==> src/rtl/ga_sync_int.sv <==
// ga_sync_int: Gate Array monitor sync shaping, raster interrupt and mode latch; GA_CSYNC_EN adds the CSYNC output
module ga_sync_int #(
  parameter int HS_DELAY  = 2,
  parameter int HS_MAX    = 4,
  parameter int VS_DELAY  = 2,
  parameter int VS_LEN    = 4,
  parameter int INT_LINES = 52
) (
  input  logic       CLOCK,
  input  logic       nRESET,
  input  logic       CLKEN,
  input  logic       HSYNC_I,
  input  logic       VSYNC_I,
  input  logic       INT_ACK,
  input  logic       INT_CLR,
  input  logic       MODE_WR,
  input  logic [1:0] MODE_I,
  output logic       HSYNC_O,
  output logic       VSYNC_O,
  output logic       INT,
  output logic [1:0] MODE,
`ifdef GA_CSYNC_EN
  output logic       CSYNC,
`endif
  output logic [5:0] LINE_CNT
);
  localparam int VW = $clog2(VS_DELAY + 1);
  localparam int LW = $clog2(VS_LEN + 1);
  logic hs_r, vs_r, hs_low, ack_r;
  logic hs_rise, hs_run, line_ev, vs_rise, ack_rise, resync, start, wrap;
  logic hs_o_n, vs_o_n, int_n;
  logic [2:0] hs_cnt, hs_cnt_n;
  logic [1:0] pend_mode, mode_n;
  logic [5:0] base_cnt, line_cnt_n;
  logic [VW-1:0] vs_wait, vs_wait_n;
  logic [LW-1:0] vs_len, vs_len_n;
  // next state: hs_low blocks a fake rising edge while HSYNC_I is still high coming out of reset
  always_comb begin
    hs_rise = CLKEN & HSYNC_I & ~hs_r & hs_low;
    hs_run = CLKEN & HSYNC_I & hs_low & (hs_cnt != 3'd7);
    line_ev = CLKEN & ~HSYNC_I & hs_r;
    vs_rise = CLKEN & VSYNC_I & ~vs_r;
    ack_rise = INT_ACK & ~ack_r;
    hs_cnt_n = hs_rise ? 3'd0 : hs_run ? hs_cnt + 3'd1 : hs_cnt;
    hs_o_n = CLKEN ? (HSYNC_I & hs_low & (hs_cnt_n >= 3'(HS_DELAY)) & (hs_cnt_n < 3'(HS_DELAY + HS_MAX))) : HSYNC_O;
    mode_n = (hs_o_n & ~HSYNC_O) ? (MODE_WR ? MODE_I : pend_mode) : MODE;
    resync = line_ev & (vs_wait == VW'(1));
    start = resync & ~INT_CLR;
    wrap = line_ev & (LINE_CNT == 6'(INT_LINES - 1));
    base_cnt = ack_rise ? {1'b0, LINE_CNT[4:0]} : LINE_CNT;
    line_cnt_n = (INT_CLR | resync | wrap) ? 6'd0 : line_ev ? base_cnt + 6'd1 : base_cnt;
    int_n = INT_CLR ? 1'b0 : (resync ? LINE_CNT[5] : wrap) ? 1'b1 : ack_rise ? 1'b0 : INT;
    vs_wait_n = INT_CLR ? '0 : vs_rise ? VW'(VS_DELAY) : (line_ev & |vs_wait) ? vs_wait - VW'(1) : vs_wait;
    vs_len_n = vs_rise ? '0 : start ? LW'(VS_LEN) : (line_ev & |vs_len) ? vs_len - LW'(1) : vs_len;
    vs_o_n = vs_rise ? 1'b0 : start ? 1'b1 : (line_ev & (vs_len == LW'(1))) ? 1'b0 : VSYNC_O;
  end
  // state and registered outputs; reset drops every output immediately
  always_ff @(posedge CLOCK or negedge nRESET) begin
    if (!nRESET) begin
      hs_r <= 1'b0;
      vs_r <= 1'b0;
      hs_low <= 1'b0;
      ack_r <= 1'b0;
      hs_cnt <= 3'd0;
      pend_mode <= 2'd0;
      vs_wait <= '0;
      vs_len <= '0;
      HSYNC_O <= 1'b0;
      VSYNC_O <= 1'b0;
      INT <= 1'b0;
      MODE <= 2'd0;
      LINE_CNT <= 6'd0;
    end else begin
      ack_r <= INT_ACK;
      if (CLKEN) begin
        hs_r <= HSYNC_I;
        vs_r <= VSYNC_I;
        hs_low <= hs_low | ~HSYNC_I;
      end
      if (MODE_WR) pend_mode <= MODE_I;
      hs_cnt <= hs_cnt_n;
      vs_wait <= vs_wait_n;
      vs_len <= vs_len_n;
      HSYNC_O <= hs_o_n;
      VSYNC_O <= vs_o_n;
      INT <= int_n;
      MODE <= mode_n;
      LINE_CNT <= line_cnt_n;
    end
  end
`ifdef GA_CSYNC_EN
  // composite sync follows the next output values so it lines up with HSYNC_O/VSYNC_O
  always_ff @(posedge CLOCK or negedge nRESET) begin
    if (!nRESET) CSYNC <= 1'b0;
    else CSYNC <= hs_o_n ^ vs_o_n;
  end
`endif
endmodule

==> config.mk <==
export PLATFORM = sky130hd
export DESIGN_NAME = ga_sync_int
export DESIGN_NICKNAME = d
export VERILOG_FILES = /design/src/rtl/ga_sync_int.sv
export SDC_FILE = /design/constraint.sdc
export NUM_CORES = 1
export LEC_CHECK = 0
export ABC_AREA = 1
export CORE_UTILIZATION = 25
export DETAILED_ROUTE_END_ITERATION = 10
export PLACE_DENSITY = 0.52
export RECOVER_POWER = 100
export REMOVE_ABC_BUFFERS = 1
export SLEW_MARGIN = 20
export SYNTH_ARGS = -nofsm -noshare
export SYNTH_HDL_FRONTEND = slang
export SYNTH_SLANG_ARGS = --single-unit
==> constraint.sdc <==
create_clock -name CLOCK -period 4.5 [get_ports CLOCK]
set_input_delay 0.675 -clock CLOCK [delete_from_list [all_inputs] [get_ports CLOCK]]
set_output_delay 0.675 -clock CLOCK [all_outputs]
set_load 0.01 [all_outputs]
=== Yosys cells after proc, flatten, opt, wreduce, memory -nomap -nowiden ===
Cells that the tools add are included.

* Bitwise operators: 29
* Magnitude comparators: 2
* Eq/ne operators: 4
* Reduce and logical (&&, ||, !) cells: 6
* Muxes and demuxes: 20
* Add/subtract/negate cells: 4

{| class="wikitable"
|+ Operators with widths
! kind !! number
|-
| 1-bit bitwise AND || 20
|-
| 6-bit two-way mux || 3
|-
| 3-bit two-way mux || 5
|-
| 3-bit nonzero test || 4
|-
| 1-bit two-way mux || 8
|-
| 2-bit two-way mux || 4
|-
| 6-bit by 1-bit adder with 6-bit output, second input constant || 1
|-
| 6-bit == test, second input constant || 1
|-
| 1-bit NOT || 6
|-
| 3-bit by 1-bit adder with 3-bit output, second input constant || 1
|-
| 3-bit by 1-bit == test with 1-bit output, second input constant || 1
|-
| 3-bit by 2-bit >= comparator with 1-bit output, second input constant || 1
|-
| 3-bit less-than comparator, second input constant || 1
|-
| 3-bit != test, second input constant || 1
|-
| 1-bit OR || 3
|-
| 3-bit OR reduction || 1
|-
| 3-bit by 1-bit subtractor with 3-bit output, second input constant || 1
|-
| 2-bit by 1-bit == test with 1-bit output, second input constant || 1
|-
| 2-bit OR reduction || 1
|-
| 2-bit by 1-bit subtractor with 2-bit output, second input constant || 1
|}

* Logic and storage cells: 78
* Register bits after elaboration: 25
* Output and inout bits: 11

=== Depth between registers and ports, before layout ===
* Word-level depth: 10
* Gate-level depth with buffers: 12
* Mapped depth without buffers: 12

=== Worst setup path before layout ===
OpenSTA, ideal clock, no wires.

* Kind: input-to-reg
* Start point: input port CLKEN
* End point: register MODE[0]
* Arrival time: 1482 ps
* Stages: 10
* Data required time: 4383 ps
* Setup time: 117 ps
* Setup slack: 2901 ps
* Cells stage by stage: buf_6 -> nand2_2 -> nor2_8 -> nand3_2 -> nand2_1 -> nand3_2 -> nand2_4 -> nand3_2 -> nand2_1 -> nand2_1

* Cells in the longest elaborated chain, start to end: 10
* Elaborated cells between the ends (all ways): 13
* Classes of those cells: order compare (2); mux (3); bitwise (8)

{| class="wikitable"
|+ RTL lines
! element !! RTL line !! source
|-
| from (decl) || 11 || <nowiki>input logic CLKEN,</nowiki>
|-
| 1-bit bitwise AND || 39, 40 ||
|-
| 1-bit bitwise AND (2 in a row) || 40 || <nowiki>hs_run = CLKEN & HSYNC_I & hs_low & (hs_cnt != 3'd7);</nowiki>
|-
| 3-bit two-way mux (2 in a row) || 44 || <nowiki>hs_cnt_n = hs_rise ? 3'd0 : hs_run ? hs_cnt + 3'd1 : hs_cnt;</nowiki>
|-
| 3-bit by 2-bit >= comparator with 1-bit output || 45 || <nowiki>hs_o_n = CLKEN ? (HSYNC_I & hs_low & (hs_cnt_n >= 3'(HS_DELAY)) & (hs_cnt_n < 3'(HS_DELAY + HS_MAX))) : HSYNC_ ...</nowiki>
|-
| 1-bit bitwise AND (2 in a row) || 45 ||
|-
| 1-bit two-way mux (*) || 45 ||
|-
| 1-bit bitwise AND (*) || 46 || <nowiki>mode_n = (hs_o_n & ~HSYNC_O) ? (MODE_WR ? MODE_I : pend_mode) : MODE;</nowiki>
|-
| to (signal assigned) || 87 || <nowiki>MODE <= mode_n;</nowiki>
|-
| to (decl) || 21 || <nowiki>output logic [1:0] MODE,</nowiki>
|}

Every way passes the cells marked *; elsewhere a longest branch is shown, timed or not.
A chain may end at the register's enable or synchronous reset.

=== Worst setup path after layout ===
Same ends and word-level chain as after synthesis.

==> metrics <==
non-filler cells, final 248; Vias/cell 4.15; clock-pin slew on the worst setup and hold paths 0.09 ns; Core Footprint 5200 sq um; dpl cell area 1670 sq um; Post-synth EDFFs 0; Mapped Area 1380 sq um; die footprint 5830 sq um; CP Capture Type flop; GP Congestion 0.786; Main synth FF type dfrtp_1; Final #Nets 197; CTS buffer count 3; Post-CTS Repair Setup Buffers 0; startpoint types primary input; Slew @ Worst Pin 0.777 ns; Slew headroom 0.482; hold_sp MODE[1]$_DFFE_PN0P_; Slew Limit Fails 0; GRT Overall Usage 0.0990; pin count of the biggest net entering global routing 14; die height 76.4 um; worst-path cell chain dlygate4sd3_1 > nand2_1 > nor2_1 > nand2_2 > nand3_1 > nand2_2 > nand2_1 > nand3_1 > nand2_1 > nand2_1; Worst Path Max Fanout 9; r2r startpoint hs_cnt[0]$_DFF_PN0_; IO Pins 21; Sink Count 25; placed cell count 244; Setup TNS Final 0 ns; RSZ-0062 raised after global routing no; CP top delay family simple AND/OR/NAND/NOR gates; post-synthesis sequential area ratio 0.452; antenna violations before repair 0; status complete, no violations; First-pass DRT Iterations 4; Max clock buf depth 2; clock root buffer clkbuf_8; antenna viol nets, final 0; Clock H-tree levels 1; Setup WS post-layout 2.02 ns; Post-CTS Hold Buffers 0; Fmax achieved 403 MHz; Crit-path slowest cell dlygate4sd3_1; via count 1030; Seq cells post-synth 25; synthesis-to-layout area growth 19.1%; routed len/inst 10.5 um; TritonCTS clock tree yes; vias in the first global route 1003; critical path class primary input to flop; YS warnings 0; row count 26; Hold Vio Cnt, Final 0; minimum clock period 2.48 ns; CP Launch Point CLKEN; synthesized instance count 154; CP bufs+invs 1; Hold WS 0.475 ns; Final Cycle Share 0.552; WL final 2.61 mm; post_cts resized 0; fraction of layout cells with a size suffix above 1 0.0787; Initial Util 0.266; count of cell types in the netlist 26; Initial DRC Count 21; width of the chip 76.4 um; drc violations 0; most used cell along the critical path nand2_1; worst slack at placement 2.13 ns; Mean Syn Cell Area 8.98 sq um; hold crit path type flop to flop; CP Data Arrival Time 2.65 ns; port buffer count 20; slowest cell delay on critical path 0.70 ns; Final Cell Area 1650 sq um; CP Data Required Time 4.66 ns; P per Cell Area 390 nW/um^2; post-DP HPWL 2.05 mm; Leakage 0.809 nW; n_diodes 0; first-pass GRT wire length 4.70 mm; max-cap viol count 0; final setup vio count 0; VDD IR max 108 uV; clk_lat worst skew 0.26 ns; global route total overflow 0; Async SR Flop Fraction 1.00; skew final 0.00306 ns
## report_power, final
part	total (mW)	internal [mW]	switching (mW)
Sequential	0.296	0.269	0.0274
Combinational	0.211	0.0887	0.123
Clock	0.135	0.0633	0.0714
## flip-flops by register name, indices dropped and copies added (netlist names)
signal / flops
LINE_CNT: 6
hs_cnt: 3
vs_len: 3
MODE: 2
pend_mode: 2
vs_wait: 2
HSYNC_O: 1
INT: 1
VSYNC_O: 1
ack_r: 1
hs_low: 1
hs_r: 1
vs_r: 1
## worst paths after layout
check / end / cells past startpoint / slack (ns)
min: MODE[1]$_DFFE_PN0P_ / 2 / 0.47
min in group asynchronous: hs_cnt[0]$_DFF_PN0_ / 1 / 0.85
min reg2reg: MODE[1]$_DFFE_PN0P_ / 2 / 0.47
max in group asynchronous: hs_cnt[1]$_DFF_PN0_ / 2 / 2.56
max reg2reg: MODE[0]$_DFFE_PN0P_ / 12 / 2.59
max: MODE[0]$_DFFE_PN0P_ / 10 / 2.02
## Yosys cell counts (2+ instances only)
library cell,number,area (sq um)
a21oi_1,6,30.0
dfrtp_1,25,626
ha_1,8,100
inv_1,24,90.1
inv_2,4,15.0
mux2_2,2,22.5
nand2_1,28,105
nand2_2,6,37.5
nand3_1,7,35.0
nand3_2,4,40.0
nand4_1,5,31.3
nor2_1,3,11.3
nor2_2,6,37.5
nor3_1,2,10.0
nor3b_1,2,15.0
o211ai_1,2,15.0
o21ai_0,6,30.0
o21ai_1,5,25.0
xor2_1,2,17.5
## layer usage
metal | wire length (um) | part of all wire | vias up | track usage
li1 | - | - | 548 | -
met1 | 1480 | 0.57 | 466 | 0.156
met2 | 1030 | 0.39 | 14 | 0.137
met3 | 79 | 0.030 | 2 | 0.0132
met4 | 18 | 0.0069 | 0 | 0.0288
met5 | 0 | 0 | - | 0
## cells by family after synthesis
kind of cell / synth area share
XOR/XNOR: 0.0127
multiplexers: 0.0163
flip-flops: 0.452
AND/OR/NAND/NOR: 0.278
adder cells (fa/ha/maj): 0.0724
buffers and inverters: 0.0842
AO/OA/AOI/OAI: 0.0842
## placed cells by master, fill, tap and decap left out, types with 3 or more instances in the layout
master            n
clkbuf_8          3
nand4_1           5
nor2_1            8
inv_1            26
ha_1              8
nand3_1          10
dfrtp_1          25
clkdlybuf4s50_1   6
dlygate4sd3_1    14
a21oi_1           6
nand2_1          31
o21ai_0          10
nand2_2           4
## area by class of cell
class	instances	area, sq um
Fill cell	570	3560
Sequential cell	25	626
Multi-Input combinational cell	100	579
Timing Repair Buffer	21	204
Inverter	28	105
Tap cell	70	87.6
Clock buffer	4	45.0
## through the flow
stage | power [mW] | utilization
finish | 0.642 | 0.316
global route | 0.702 | 0.316
CTS | 0.676 | 0.329
detailed placement | 0.537 | 0.320
global placement | 0.538 | 0.320
floorplan | 0.460 | -
## worst register-to-register path: cells and delay by family (launching register included)
kind,cells,cell delay (ns)
adder cells (fa/ha/maj),2,0.41
buffers and inverters,2,0.14
flip-flops,1,0.41
AND/OR/NAND/NOR,8,0.84
No activity file was read; power rests on OpenSTA's default activity.
